### src/rtl/sys_ctrl_burst.sv
// sys_ctrl_burst: UART command controller with burst-read support.
//
// Parses byte frames from the synchronised UART RX path and turns them into
// register-file writes/reads, ALU operations and TX-FIFO pushes.
//   0xAA addr data      : register write
//   0xBB addr           : register read, result pushed to the TX FIFO
//   0xCC A B fun        : write A->reg0, B->reg1, run ALU, push result lo/hi
//   0xDD fun            : run ALU on current reg0/reg1, push result lo/hi
//   0xEE addr cnt       : burst read of cnt registers starting at addr
//
// Ports:
//   CLK, RST                 reference clock, async active-low reset
//   RX_p_data, RX_d_valid    incoming byte + one-cycle valid pulse
//   Rd_data, RdData_valid    register-file read response
//   ALU_OUT, OUT_VALID       ALU result (two bytes wide) + valid
//   FIFO_full                TX FIFO back-pressure
//   ALU_EN, ALU_FUN, CLK_EN  ALU start pulse, function code, clock-gate enable
//   Address, WrEN, RdEN,
//   WrData                   register-file access
//   TX_p_data, TX_d_valid    TX FIFO write port
//   clk_div_en               UART clock-divider enable (1 after reset)
//   cmd_error                one-cycle pulse on bad opcode, timeout, stray byte
//
// Every output comes straight from a flop; each strobe appears in the cycle
// after the input event that triggered it.
module sys_ctrl_burst #(
    parameter int DATA_WIDTH = 8,
    parameter int ADDR_WIDTH = 4,
    parameter int TIMEOUT    = 1024
) (
    input  logic                      CLK,
    input  logic                      RST,
    input  logic [DATA_WIDTH-1:0]     RX_p_data,
    input  logic                      RX_d_valid,
    input  logic [DATA_WIDTH-1:0]     Rd_data,
    input  logic                      RdData_valid,
    input  logic [2*DATA_WIDTH-1:0]   ALU_OUT,
    input  logic                      OUT_VALID,
    input  logic                      FIFO_full,
    output logic                      ALU_EN,
    output logic [3:0]                ALU_FUN,
    output logic                      CLK_EN,
    output logic [ADDR_WIDTH-1:0]     Address,
    output logic                      WrEN,
    output logic                      RdEN,
    output logic [DATA_WIDTH-1:0]     WrData,
    output logic [DATA_WIDTH-1:0]     TX_p_data,
    output logic                      TX_d_valid,
    output logic                      clk_div_en,
    output logic                      cmd_error
);

    localparam int TW = (TIMEOUT > 1) ? $clog2(TIMEOUT + 1) : 1;
    localparam logic [31:0] TMO_LIM = 32'(TIMEOUT);

    localparam logic [DATA_WIDTH-1:0] OP_WR    = DATA_WIDTH'(8'hAA);
    localparam logic [DATA_WIDTH-1:0] OP_RD    = DATA_WIDTH'(8'hBB);
    localparam logic [DATA_WIDTH-1:0] OP_ALU   = DATA_WIDTH'(8'hCC);
    localparam logic [DATA_WIDTH-1:0] OP_ALU_N = DATA_WIDTH'(8'hDD);
    localparam logic [DATA_WIDTH-1:0] OP_BURST = DATA_WIDTH'(8'hEE);

    typedef enum logic [4:0] {
        S_IDLE, S_WR_ADDR, S_WR_DATA, S_RD_ADDR, S_RD_WAIT, S_PUSH,
        S_ALU_A, S_ALU_B, S_ALU_FUN, S_ALU_START, S_ALU_WAIT,
        S_PUSH_LO, S_PUSH_HI, S_BR_ADDR, S_BR_CNT, S_BR_READ,
        S_BR_WAIT, S_BR_PUSH
    } state_t;

    state_t                    state_q, state_d;
    logic [ADDR_WIDTH-1:0]     addr_q, addr_d;
    logic [DATA_WIDTH-1:0]     cnt_q, cnt_d;
    logic [2*DATA_WIDTH-1:0]   alu_res_q, alu_res_d;
    logic [TW-1:0]             tmo_q, tmo_d;

    logic                      alu_en_q, alu_en_d;
    logic [3:0]                alu_fun_q, alu_fun_d;
    logic                      clk_en_q, clk_en_d;
    logic [ADDR_WIDTH-1:0]     address_q, address_d;
    logic                      wren_q, wren_d;
    logic                      rden_q, rden_d;
    logic [DATA_WIDTH-1:0]     wrdata_q, wrdata_d;
    logic [DATA_WIDTH-1:0]     tx_data_q, tx_data_d;
    logic                      tx_valid_q, tx_valid_d;
    logic                      clk_div_en_q, clk_div_en_d;
    logic                      cmd_error_q, cmd_error_d;

    logic                      collecting;
    logic                      stray_rx;
    logic                      tmo_hit;
    logic [31:0]               tmo_next;
    logic [ADDR_WIDTH-1:0]     rx_addr;

    assign rx_addr = RX_p_data[ADDR_WIDTH-1:0];

    // States that are waiting for the next byte of a frame; only these run
    // the inter-byte timeout.
    always_comb begin
        collecting = 1'b0;
        unique case (state_q)
            S_WR_ADDR, S_WR_DATA, S_RD_ADDR, S_ALU_A, S_ALU_B, S_ALU_FUN,
            S_BR_ADDR, S_BR_CNT: collecting = 1'b1;
            default:             collecting = 1'b0;
        endcase
    end

    // A byte landing while we wait on the register file, ALU or FIFO is
    // dropped and flagged; the operation in flight carries on.
    assign stray_rx = RX_d_valid && !collecting && (state_q != S_IDLE);
    assign tmo_next = 32'(tmo_q) + 32'd1;
    assign tmo_hit  = (TIMEOUT != 0) && collecting && !RX_d_valid &&
                      (tmo_next == TMO_LIM);

    always_comb begin
        state_d      = state_q;
        addr_d       = addr_q;
        cnt_d        = cnt_q;
        alu_res_d    = alu_res_q;
        tmo_d        = '0;
        alu_en_d     = 1'b0;
        alu_fun_d    = alu_fun_q;
        clk_en_d     = clk_en_q;
        address_d    = address_q;
        wren_d       = 1'b0;
        rden_d       = 1'b0;
        wrdata_d     = wrdata_q;
        tx_data_d    = tx_data_q;
        tx_valid_d   = 1'b0;
        clk_div_en_d = 1'b1;
        cmd_error_d  = 1'b0;

        if ((TIMEOUT != 0) && collecting && !RX_d_valid)
            tmo_d = TW'(tmo_next);

        unique case (state_q)
            S_IDLE: if (RX_d_valid) begin
                if      (RX_p_data == OP_WR)    state_d = S_WR_ADDR;
                else if (RX_p_data == OP_RD)    state_d = S_RD_ADDR;
                else if (RX_p_data == OP_ALU)   state_d = S_ALU_A;
                else if (RX_p_data == OP_ALU_N) state_d = S_ALU_FUN;
                else if (RX_p_data == OP_BURST) state_d = S_BR_ADDR;
                else                            cmd_error_d = 1'b1;
            end
            S_WR_ADDR: if (RX_d_valid) begin
                addr_d  = rx_addr;
                state_d = S_WR_DATA;
            end
            S_WR_DATA: if (RX_d_valid) begin
                wren_d    = 1'b1;
                address_d = addr_q;
                wrdata_d  = RX_p_data;
                state_d   = S_IDLE;
            end
            S_RD_ADDR: if (RX_d_valid) begin
                rden_d    = 1'b1;
                address_d = rx_addr;
                state_d   = S_RD_WAIT;
            end
            S_RD_WAIT: if (RdData_valid) begin
                tx_data_d = Rd_data;
                state_d   = S_PUSH;
            end
            S_PUSH: if (!FIFO_full) begin
                tx_valid_d = 1'b1;
                state_d    = S_IDLE;
            end
            S_ALU_A: if (RX_d_valid) begin
                wren_d    = 1'b1;
                address_d = '0;
                wrdata_d  = RX_p_data;
                state_d   = S_ALU_B;
            end
            S_ALU_B: if (RX_d_valid) begin
                wren_d    = 1'b1;
                address_d = ADDR_WIDTH'(1);
                wrdata_d  = RX_p_data;
                state_d   = S_ALU_FUN;
            end
            S_ALU_FUN: if (RX_d_valid) begin
                alu_fun_d = RX_p_data[3:0];
                clk_en_d  = 1'b1;
                state_d   = S_ALU_START;
            end
            // One cycle of gated clock before the start pulse.
            S_ALU_START: begin
                alu_en_d = 1'b1;
                state_d  = S_ALU_WAIT;
            end
            S_ALU_WAIT: if (OUT_VALID) begin
                alu_res_d = ALU_OUT;
                clk_en_d  = 1'b0;
                state_d   = S_PUSH_LO;
            end
            // Data is driven every cycle so it is already stable when the
            // FIFO frees up and the strobe goes out.
            S_PUSH_LO: begin
                tx_data_d = alu_res_q[DATA_WIDTH-1:0];
                if (!FIFO_full) begin
                    tx_valid_d = 1'b1;
                    state_d    = S_PUSH_HI;
                end
            end
            S_PUSH_HI: begin
                tx_data_d = alu_res_q[2*DATA_WIDTH-1:DATA_WIDTH];
                if (!FIFO_full) begin
                    tx_valid_d = 1'b1;
                    state_d    = S_IDLE;
                end
            end
            S_BR_ADDR: if (RX_d_valid) begin
                addr_d  = rx_addr;
                state_d = S_BR_CNT;
            end
            S_BR_CNT: if (RX_d_valid) begin
                cnt_d   = RX_p_data;
                state_d = (RX_p_data == '0) ? S_IDLE : S_BR_READ;
            end
            S_BR_READ: begin
                rden_d    = 1'b1;
                address_d = addr_q;
                state_d   = S_BR_WAIT;
            end
            S_BR_WAIT: if (RdData_valid) begin
                tx_data_d = Rd_data;
                state_d   = S_BR_PUSH;
            end
            // Address wraps naturally at 2^ADDR_WIDTH.
            S_BR_PUSH: if (!FIFO_full) begin
                tx_valid_d = 1'b1;
                addr_d     = addr_q + 1'b1;
                cnt_d      = cnt_q - 1'b1;
                state_d    = (cnt_q == DATA_WIDTH'(1)) ? S_IDLE : S_BR_READ;
            end
            default: state_d = S_IDLE;
        endcase

        // Abandon the partial frame; anything already written stays written.
        if (tmo_hit) begin
            state_d     = S_IDLE;
            cmd_error_d = 1'b1;
            tmo_d       = '0;
        end
        if (stray_rx)
            cmd_error_d = 1'b1;
    end

    always_ff @(posedge CLK or negedge RST) begin
        if (!RST) begin
            state_q      <= S_IDLE;
            addr_q       <= '0;
            cnt_q        <= '0;
            alu_res_q    <= '0;
            tmo_q        <= '0;
            alu_en_q     <= 1'b0;
            alu_fun_q    <= '0;
            clk_en_q     <= 1'b0;
            address_q    <= '0;
            wren_q       <= 1'b0;
            rden_q       <= 1'b0;
            wrdata_q     <= '0;
            tx_data_q    <= '0;
            tx_valid_q   <= 1'b0;
            clk_div_en_q <= 1'b0;
            cmd_error_q  <= 1'b0;
        end else begin
            state_q      <= state_d;
            addr_q       <= addr_d;
            cnt_q        <= cnt_d;
            alu_res_q    <= alu_res_d;
            tmo_q        <= tmo_d;
            alu_en_q     <= alu_en_d;
            alu_fun_q    <= alu_fun_d;
            clk_en_q     <= clk_en_d;
            address_q    <= address_d;
            wren_q       <= wren_d;
            rden_q       <= rden_d;
            wrdata_q     <= wrdata_d;
            tx_data_q    <= tx_data_d;
            tx_valid_q   <= tx_valid_d;
            clk_div_en_q <= clk_div_en_d;
            cmd_error_q  <= cmd_error_d;
        end
    end

    assign ALU_EN     = alu_en_q;
    assign ALU_FUN    = alu_fun_q;
    assign CLK_EN     = clk_en_q;
    assign Address    = address_q;
    assign WrEN       = wren_q;
    assign RdEN       = rden_q;
    assign WrData     = wrdata_q;
    assign TX_p_data  = tx_data_q;
    assign TX_d_valid = tx_valid_q;
    assign clk_div_en = clk_div_en_q;
    assign cmd_error  = cmd_error_q;

endmodule

### config.mk
export PLATFORM = sky130hd
export DESIGN_NAME = sys_ctrl_burst
export DESIGN_NICKNAME = d
export VERILOG_FILES = /design/src/rtl/sys_ctrl_burst.sv
export SDC_FILE = /design/constraint.sdc
export NUM_CORES = 1
export LEC_CHECK = 0
export CAP_MARGIN = 20
export CORE_MARGIN = 4
export CORE_UTILIZATION = 58
export CTS_CLUSTER_DIAMETER = 50
export DETAILED_ROUTE_END_ITERATION = 16
export GPL_TIMING_DRIVEN = 1
export PLACE_DENSITY = 0.87
export SLEW_MARGIN = 5
export SYNTH_ARGS = -nofsm -noshare
export SYNTH_HDL_FRONTEND = slang
export SYNTH_SLANG_ARGS = --single-unit
export TNS_END_PERCENT = 10
### constraint.sdc
create_clock -name CLK -period 8.11 [get_ports CLK]
set_clock_uncertainty 0.2 [all_clocks]
set_input_delay 2.433 -clock CLK [delete_from_list [all_inputs] [get_ports CLK]]
set_output_delay 2.433 -clock CLK [all_outputs]
set_load 0.1 [all_outputs]
# After elaboration in Yosys (flattened, before gate mapping)
# Memories as Yosys holds them, arrays and structs flattened.
# Cells that the tools add are included.
[totals] word_cells=155 n_memories=1 input_bits=38 ff_bits=75 out_inout_bits=31 rom_bits=16
[mem_list] memory="(name not given)" depth=16 word_bits=1 read_ports=1 rd_ports_with_merged_regs=0 wr=0 line_no="99" text="unique case (state_q)"
[op_classes] reduce_logical=28 n_mux=57 eq_ne=50 addsub=3
[ops] operator="$mux W5" count=21
[ops] operator="$pmux W5 S17" count=1
[ops] operator="$ne A3 B3 Y1 const B" count=14
[ops] operator="$eq A5 B4 Y1 const B" count=8
[ops] operator="$eq A8 B8 Y1 const B" count=5
[ops] operator="$mux W4" count=7
[ops] operator="$mux W8" count=3
[ops] operator="$pmux W8 S3" count=1
[ops] operator="$mux W11" count=2
[ops] operator="$eq A5 B3 Y1 const B" count=4
[ops] operator="$pmux W4 S5" count=1
[ops] operator="$mux W1" count=17
[ops] operator="$ne A2 B2 Y1 const B" count=8
[ops] operator="$pmux W8 S2" count=1
[ops] operator="$reduce_and A16 Y1" count=1
[ops] operator="$add A11 B1 Y12 const B" count=1
[ops] operator="$eq A12 B11 Y1 const B" count=1
[ops] operator="$eq A5 B2 Y1 const B" count=2
[ops] operator="$eq A5 B5 Y1 const B" count=2
[ops] operator="$reduce_bool A5 Y1" count=2
[ops] operator="$reduce_and A3 Y1" count=3
[ops] operator="$eq A8 B1 Y1 const B" count=1
[ops] operator="$logic_not A8 Y1" count=1
[ops] operator="$pmux W4 S2" count=1
[ops] operator="17 further kinds" count=30

# Depth between registers and ports, before layout
# Gate-level depths: netlist (run 1).
[logic_depth] word_depth=10 depth_mapped=9 ltp_nobuf=7

# Worst setup path after synthesis (run 1)
# OpenSTA, ideal clock, no wires.
[synth_path] path_kind="input to register" start="input port RX_p_data[0]" end="register state_q[3]" slack_ns=3.829 setup_ns=0.123 n_path_buf=1 path_stages=6 t_required_ns=7.787 arrival_time_ns=3.959 cell_sequence="clkbuf_1 or2_2 o22ai_1 a21oi_1 or4_4 o221a_2"
[synth_via] elab_chain_cells=8
[synth_lines] item="start, declared" line_no="33" text="input logic [DATA_WIDTH-1:0] RX_p_data,"
[synth_lines] item="$eq A8 B8 Y1" line_no="139" text="else if (RX_p_data == OP_ALU_N) state_d = S_ALU_FUN;"
[synth_lines] item="$mux W5" line_no="139"
[synth_lines] item="$mux W5" line_no="138" text="else if (RX_p_data == OP_ALU) state_d = S_ALU_A;"
[synth_lines] item="$mux W5" line_no="137" text="else if (RX_p_data == OP_RD) state_d = S_RD_ADDR;"
[synth_lines] item="$mux W5" line_no="136" text="if (RX_p_data == OP_WR) state_d = S_WR_ADDR;"
[synth_lines] item="$mux W5" line_no="135" text="S_IDLE: if (RX_d_valid) begin"
[synth_lines] item="$pmux W5 S17" line_no="134" text="unique case (state_q)"
[synth_lines] item="$mux W5" line_no="237" text="if (tmo_hit) begin"
[synth_lines] item="end signal, assigned" line_no="265" text="state_q <= state_d;"
[synth_lines] item="end, declared" line_no="69" text="state_t state_q, state_d;"
# Several ways; a longest one is shown, not always the timed one. The select of a mux whose other input is x is not followed.
# A chain may end at the register's enable or synchronous reset.

# Worst setup path after layout (run 1)
[layout_path] start="input port RX_d_valid" end="register state_q[1]"
[layout_via] elab_chain_cells=5
[layout_lines] item="start, declared" line_no="34" text="input logic RX_d_valid,"
[layout_lines] item="$logic_not A1 Y1" line_no="110" text="assign tmo_hit = (TIMEOUT != 0) && collecting && !RX_d_valid &&"
[layout_lines] item="$logic_and A1 B1 Y1 (2 in a row)" line_no="110"
[layout_lines] item="$ne A7 B7 Y1 (no source line) (tied with other cells)"
[layout_lines] item="$reduce_and A16 Y1 (no source line)"
# Several ways; a longest one is shown, not always the timed one.

==> run metrics, run 1 <==
die height=between 90 and 100 um; CP Capture Type=flip-flop; vias in the first global route=roughly 3500; gr usage total=around a quarter; reg2reg start=state_q[1]$_DFFE_PN0P_; Syn. warnings=0; Die ar.=0.00865 mm^2; setup TNS=0 ns; Leak Pwr=around 2.1 nW; proportion of layout cells with a drive suffix above 1=around 14%; first-pass GRT wire length=17.3 mm; area delta synth->final=21.4%; met1 WL=approximately 4.4 mm; worst reg2reg path depth=7; top-level I/O count=69; Hold Buf Count CTS=0; routability congestion estimate from global placement=roughly 0.95; cell chain of the critical path=clkdlybuf4s50_1 > nor3_1 > a32oi_1 > or3b_1 > or4_4 > o221a_1; normalized max-slew margin=26.9%; FF+latch count, synth=between 70 and 80; critical path required time=8.15 ns; Critical Path Slowest Stage Cell=clkdlybuf4s50_1; TritonCTS Buffers=9; maxcap violations=0; final instance area=roughly 0.0051 mm^2; Clock Latency Late Sink=0.35 ns; final setup vio count=0; final std cells w/o fill=between 500 and 600; cell area after placement=0.00487 mm^2; CTS tree=yes; routed wire length on met2=about 5.3 mm; Data arrival, critical path=about 4.9 ns; Die Wd=93.0 um; Iteration-0 DRC Markers=384; period utilization=between 50% and 60%; area of the core=0.00691 mm^2; post-CTS setup buffer count=0; per-cell routed wire length=about 18 um; Final ANT Viol Nets=0; RSZ-0062 raised after global routing=no; Slew Limit Fails=0; initial core utilization=slightly above 60%; crit-path max FO=12; uppermost layer routed=met4; total gr overflow=0; Max Clock Freq=just over 200 MHz; cell area power density=between 400 and 500 mW/mm^2; Root Buffer=clkbuf_8; # diodes=0; Main synth FF type=dfrtp_1; Worst setup SP type=primary input; Worst VDD drop=between 0.4 and 0.5 mV; I/O Buffers=around 70; Reg2Reg Setup Slack=5.10 ns; crit-path max cell delay=approximately 0.56 ns; Clock Pin Slew Worst Setup and Hold Paths=roughly 0.080 ns; Post-Syn Nets=468; CP startpoint=RX_d_valid; FP Rows=30; CTS Buffer Depth=2; DRC viols=0; DR vias/cell=6.16; Layout Nets=525; largest net degree at the start of global routing=76; final-report hold violation count=0; final period demand of the worst path=around 4.8 ns; run status=finished clean; Critical R2R Capture=state_q[1]$_DFFE_PN0P_; WL met3=725 um; Synth cell types=65; share of flip-flops with an asynchronous set or reset=100%; Mapped Avg Cell Area=about 10 um^2; HP Class=flip-flop to flip-flop; initial antenna violation count=0; Mapped Cells=approximately 420; Slew @ Worst Pin=about 1.1 ns; mapped cell area=around 0.0042 mm^2; CTS H-tree lvls=3; vias=around 3600; first-pass iteration count of the detailed router=5; CTS Sinks=75; Final HPWL DP=around 7.4 mm; routed wire length=approximately 11 mm; DP Cell Count=between 500 and 600; CP endpoint=state_q[1]$_DFFE_PN0P_; Setup CP Type=primary input to flip-flop; sequential fraction of the synthesis area=about 45%; EDFF count, synth=0; post-cts sizing count=0
-- worst max-delay path: cells and delay by family --
kind            cells  cell delay, ns
simple gates        3            1.30
buf+inv             1            0.56
compound gates      2            0.57
-- per-stage QoR --
stage	utilization [%]	hold WS, ns	worst slack (ns)	total power [mW]
finish	73.7	0.285	3.29	2.23
global route	73.7	0.315	3.11	2.34
CTS	73.6	0.290	3.33	2.22
detailed placement	70.5	0.270	3.01	1.91
global placement	70.5	0.275	3.06	1.87
floorplan	-	0.258	3.83	1.63
-- state kept, by name (all words and copies together), names as in the netlist, 4 cells and up --
signal     cells
WrData         8
TX_p_data      8
Address        4
tmo_q         11
addr_q         4
alu_res_q     16
ALU_FUN        4
cnt_q          8
state_q        5
-- metal layers --
metal | vias up | GRT usage [%]
met1 | 1735 | 32.9
met4 | 0 | 7.94
li1 | 1654 | -
met3 | 23 | 5.55
met2 | 154 | 42.3
met5 | - | 0
-- cell usage after synthesis, drive strengths merged (3+ instances only) --
library cell  instances  area share (%)
dfrtp                75              45
nor2                 44             3.9
mux2                 37             9.9
nand2                24             2.1
a21oi                19             2.3
o21ai                19             2.3
nor3                 16             1.9
clkbuf               15             1.6
nand3                12             1.4
inv                  11            0.99
and2                 10             1.5
xnor2                10             2.1
buf                   9             1.4
ha                    9             2.7
a221o                 8             1.9
nand2b                7             1.0
a31oi                 6            0.90
o22ai                 6            0.90
or2                   6            0.90
a211oi                5            0.90
a21o                  5            0.90
o221a                 5             1.3
a22oi                 4            0.72
nand4                 4            0.60
nor3b                 4            0.72
nor4                  4            0.60
and3                  3            0.45
o2bb2ai               3            0.63
o31a                  3            0.63
or2b                  3            0.54
or4                   3            0.81
-- logic make-up after synthesis --
family | Yosys count | share of synthesized area, %
AO/OA/AOI/OAI | 100 | 16.9
XOR/XNOR | 12 | 2.51
adder cells (fa/ha/maj) | 9 | 2.69
buffers and inverters | 35 | 3.97
flip-flops | 75 | 44.8
multiplexers | 38 | 10.2
other | 1 | 0.0895
AND/OR/NAND/NOR | 151 | 18.9
-- placed cells by master, fill, tap and decap left out, types with 3 or more instances in the layout --
| cell | synthesis | layout |
|---|---|---|
| a211oi_1 | 5 | 5 |
| a21o_1 | 5 | 5 |
| a21oi_1 | 19 | 19 |
| a221o_1 | 8 | 8 |
| a22oi_1 | 4 | 4 |
| a31oi_1 | 6 | 6 |
| and2_1 | 10 | 10 |
| and3_1 | 3 | 3 |
| clkbuf_8 | 1 | 11 |
| clkdlybuf4s50_1 | 0 | 67 |
| dfrtp_1 | 75 | 75 |
| ha_1 | 9 | 9 |
| inv_1 | 11 | 11 |
| mux2_2 | 37 | 37 |
| nand2_1 | 24 | 24 |
| nand2b_1 | 7 | 7 |
| nand3_1 | 12 | 12 |
| nand4_1 | 4 | 4 |
| nor2_1 | 44 | 44 |
| nor3_1 | 16 | 16 |
| nor3b_1 | 4 | 4 |
| nor4_1 | 4 | 4 |
| o21ai_0 | 19 | 19 |
| o221a_1 | 3 | 3 |
| o22ai_1 | 6 | 6 |
| o2bb2ai_1 | 3 | 3 |
| o31a_1 | 3 | 3 |
| or2_2 | 6 | 6 |
| or2b_1 | 3 | 3 |
| or4_4 | 3 | 3 |
| xnor2_1 | 10 | 10 |
-- worst min path at each step --
stage                                       from                      to  slack [ns]  depth (start not counted)
final                     Address[0]$_DFFE_PN0P_  Address[0]$_DFFE_PN0P_        0.29                          1
after global placement    Address[3]$_DFFE_PN0P_  Address[3]$_DFFE_PN0P_        0.27                          2
after global routing      Address[0]$_DFFE_PN0P_  Address[0]$_DFFE_PN0P_        0.32                          1
after CTS                 Address[0]$_DFFE_PN0P_  Address[0]$_DFFE_PN0P_        0.29                          1
after detailed placement  Address[0]$_DFFE_PN0P_  Address[0]$_DFFE_PN0P_        0.27                          1
after floorplan             cnt_q[6]$_DFFE_PN0P_    cnt_q[6]$_DFFE_PN0P_        0.26                          1
-- layout make-up --
cell class,count,area [um^2]
clock buffers,11,151
repair buffers,70,691
multi-input cells,311,2150
inverters,11,41.3
well taps,96,120
clock inverters,5,58.8
flip-flops and latches,75,1880
fillers,506,1820
-- power by group --
part / internal, mW / switching, mW
clock: 0.159 / 0.145
combinational: 0.425 / 0.829
sequential: 0.522 / 0.147
total: 1.11 / 1.12
Note: power is estimated with default switching activity, not from simulation.
==> run 2, diff against run 1 <==
--- a/config.mk
+++ b/config.mk
@@ -7,11 +7,11 @@
 export LEC_CHECK = 0
 export CAP_MARGIN = 20
 export CORE_MARGIN = 4
-export CORE_UTILIZATION = 58
+export CORE_UTILIZATION = 49
 export CTS_CLUSTER_DIAMETER = 50
 export DETAILED_ROUTE_END_ITERATION = 16
 export GPL_TIMING_DRIVEN = 1
-export PLACE_DENSITY = 0.87
+export PLACE_DENSITY = 0.78
 export SLEW_MARGIN = 5
 export SYNTH_ARGS = -nofsm -noshare
 export SYNTH_HDL_FRONTEND = slang
==> constraint.sdc (replaced) <==
create_clock -name CLK -period 4.2 [get_ports CLK]
set_clock_uncertainty 0.2 [all_clocks]
set_input_delay 1.26 -clock CLK [delete_from_list [all_inputs] [get_ports CLK]]
set_output_delay 1.26 -clock CLK [all_outputs]
set_load 0.1 [all_outputs]
==> run 2 against run 1 <==
- power is 97% higher
- sequential share of layout area is 0.39 points lower
- critical path depth stayed put
- register-to-register slack worse by 4.0 ns
- clock power is 120% higher
- core utilization is 11 points lower
- critical endpoint is now state_q[3]$_DFFE_PN0P_
- critical path type unchanged
- clock-buffer cell count is 1 higher
- combinational power is 94% higher
- sequential power is 91% higher
- cell count is 1.9% higher
==> run metrics, run 2 (same netlist as run 1, synthesis figures left out) <==
Hold Buf Count CTS=0 (unchanged); most used cell, CP=or4_4; final-report hold violation count=0 (unchanged); cell chain of the critical path=clkdlybuf4s50_1 > and2b_1 > a2111oi_1 > or4_4 > or4_4 > o221a_2; maxcap violations=0 (unchanged); Die Wd=100 um (+8.0%); hold path depth=1 (unchanged); Critical path buffers and inverters=1 (unchanged); Most flops, register=alu_res_q; fin util=62.3% (-11 points); power share of the combinational group=55.3% (-1.0 points); Sequential Power Share=29.2% (-0.8 points); post-CTS setup buffer count=0 (unchanged); Layout Nets=527 (+0.38%); worst reg2reg path depth=6 (-1); filler cell count=698 (+38%); CTS Buffer Depth=2 (unchanged); CTS tree=yes; largest net degree at the start of global routing=76 (unchanged); max reg flops=16 (unchanged); TritonCTS Buffers=9 (unchanged); initial antenna violation count=0 (unchanged); I/O Buffers=68 (unchanged); crit-path max FO=8 (-4); DRC viols=0 (unchanged); dpl ws=0.338 ns (-2.67 ns); multi-input logic area=0.00215 mm^2 (unchanged); Setup CP Type=primary input to flip-flop; top-level I/O count=69 (unchanged); # diodes=0 (unchanged); Leak Pwr=2.13 nW (+1.3%); cell area power density=852 mW/mm^2 (+95%); CTS H-tree lvls=3 (unchanged); Clock Latency Late Sink=0.35 ns (about the same); period utilization=a little over four fifths; top cell family by delay on the critical path=simple AND/OR/NAND/NOR gates; routability congestion estimate from global placement=0.898 (-5.2%); Die ar.=0.0101 mm^2 (+17%); Worst setup SP type=primary input; Regs by FF count=alu_res_q x16, tmo_q x11; Clock Pin Slew Worst Setup and Hold Paths=0.07 ns (about the same); Data arrival, critical path=3.56 ns (-1.30 ns); Root Buffer=clkbuf_8; HP Class=flip-flop to flip-flop; register area=0.00188 mm^2 (unchanged); area of the core=0.00826 mm^2 (+20%); vias=3517 (-1.4%); CP Capture Type=flip-flop; initial core utilization=50.8% (-9.9 points); final setup vio count=0 (unchanged); Max Clock Freq=284 MHz; most common cell after layout, fill and taps aside=dfrtp_1; Iteration-0 DRC Markers=291 (-24%); total gr overflow=0 (unchanged); stages on the worst setup path=6 (unchanged); critical path required time=4.24 ns (-3.91 ns); setup TNS=0 ns (unchanged); DR vias/cell=5.96 (-3.2%); Worst VDD drop=0.475 mV (+11%); post-cts sizing count=0 (unchanged); run status=finished clean; Int Pwr=2.25 mW (+100%); Final ANT Viol Nets=0 (unchanged); vias in the first global route=3427 (-3.0%); die height=100 um (+8.0%); FP Rows=33 (+10%); Switching Share=48.6% (-1.7 points); proportion of layout cells with a drive suffix above 1=14.4% (+0.56 points); first-pass iteration count of the detailed router=5 (unchanged); Final WS setup=0.683 ns (-2.60 ns); per-cell routed wire length=17.1 um (-7.1%); Net Switching=2.13 mW (+90%); final period demand of the worst path=about 3.5 ns; area delta synth->final=22.7%; CTS Sinks=75 (unchanged); gr usage total=20.7% (-4.6 points); clock group share of total power=15.5% (+1.8 points); RSZ-0062 raised after global routing=no; Slew @ Worst Pin=0.987 ns (-0.110 ns); first-pass GRT wire length=16.7 mm (-3.6%); Critical Path Slowest Stage Cell=clkdlybuf4s50_1; Slew Limit Fails=0 (unchanged); routed wire length=10.1 mm (-5.4%); crit-path max cell delay=0.64 ns (+0.08 ns); commonest non-fill, non-tap cells in the layout=75 x dfrtp_1, 64 x clkdlybuf4s50_1, 44 x nor2_1, 37 x mux2_2, 24 x nand2_1; Final HPWL DP=7.36 mm (about the same); normalized max-slew margin=34.0% (+7.1 points)
run 2: cell count changes in the layout (fill, tap and decap cells not counted), moves of 2 or more:
cell             change
buf_4                +6
clkdlybuf4s50_1      -3
bufinv_16            +2
clkbuf_1             +2
run 2: final cells by class:
cell class / count / area share, %
multi-input cells: 311 / 41.8
repair buffers: 72 / 13.6
clock buffers: 12 / 2.82
inverters: 11 / 0.803
clock inverters: 4 / 1.90
well taps: 105 / 2.56
flip-flops and latches: 75 / 36.5
run 2: worst paths after layout:
path / slack (ns) / from / end
min in group asynchronous: 0.84 / RST / cnt_q[6]$_DFFE_PN0P_
setup reg to reg: 1.14 / state_q[1]$_DFFE_PN0P_ / cnt_q[6]$_DFFE_PN0P_
max in group asynchronous: 2.34 / RST / tmo_q[0]$_DFF_PN0_
setup / recovery: 0.68 / RX_d_valid / state_q[3]$_DFFE_PN0P_
hold / removal: 0.30 / Address[0]$_DFFE_PN0P_ / Address[0]$_DFFE_PN0P_
hold reg to reg: 0.30 / Address[0]$_DFFE_PN0P_ / Address[0]$_DFFE_PN0P_
run 2: power by group through the flow:
stage | Sequential [mW] | Clock, mW | Combinational, mW
4_1_cts | 1.28 | 0.695 | 2.43
3_3_place_gp | 1.28 | 0 | 2.37
2_1_floorplan | 2.07 | 0 | 1.08
6_report | 1.28 | 0.678 | 2.42
3_5_place_dp | 1.29 | 0 | 2.43
5_1_grt | 1.32 | 0.721 | 2.58
run 2: metrics by stage:
stage | hold slack [ns] | power [mW] | area [um^2] | std cells
floorplan | 0.258 | 3.15 | 4190 | 421
global placement | 0.266 | 3.65 | 4900 | 574
detailed placement | 0.279 | 3.72 | 4900 | 574
CTS | 0.302 | 4.41 | 5140 | 590
global route | 0.311 | 4.62 | 5140 | 590
finish | 0.296 | 4.38 | 5140 | 590
run 2: per-layer routing:
metal	track usage [%]	vias up	wire length, um
met5	0	-	0
met4	7.67	0	156
met3	4.84	20	794
met2	34.4	148	5000
met1	26.5	1681	4140
li1	-	1668	-
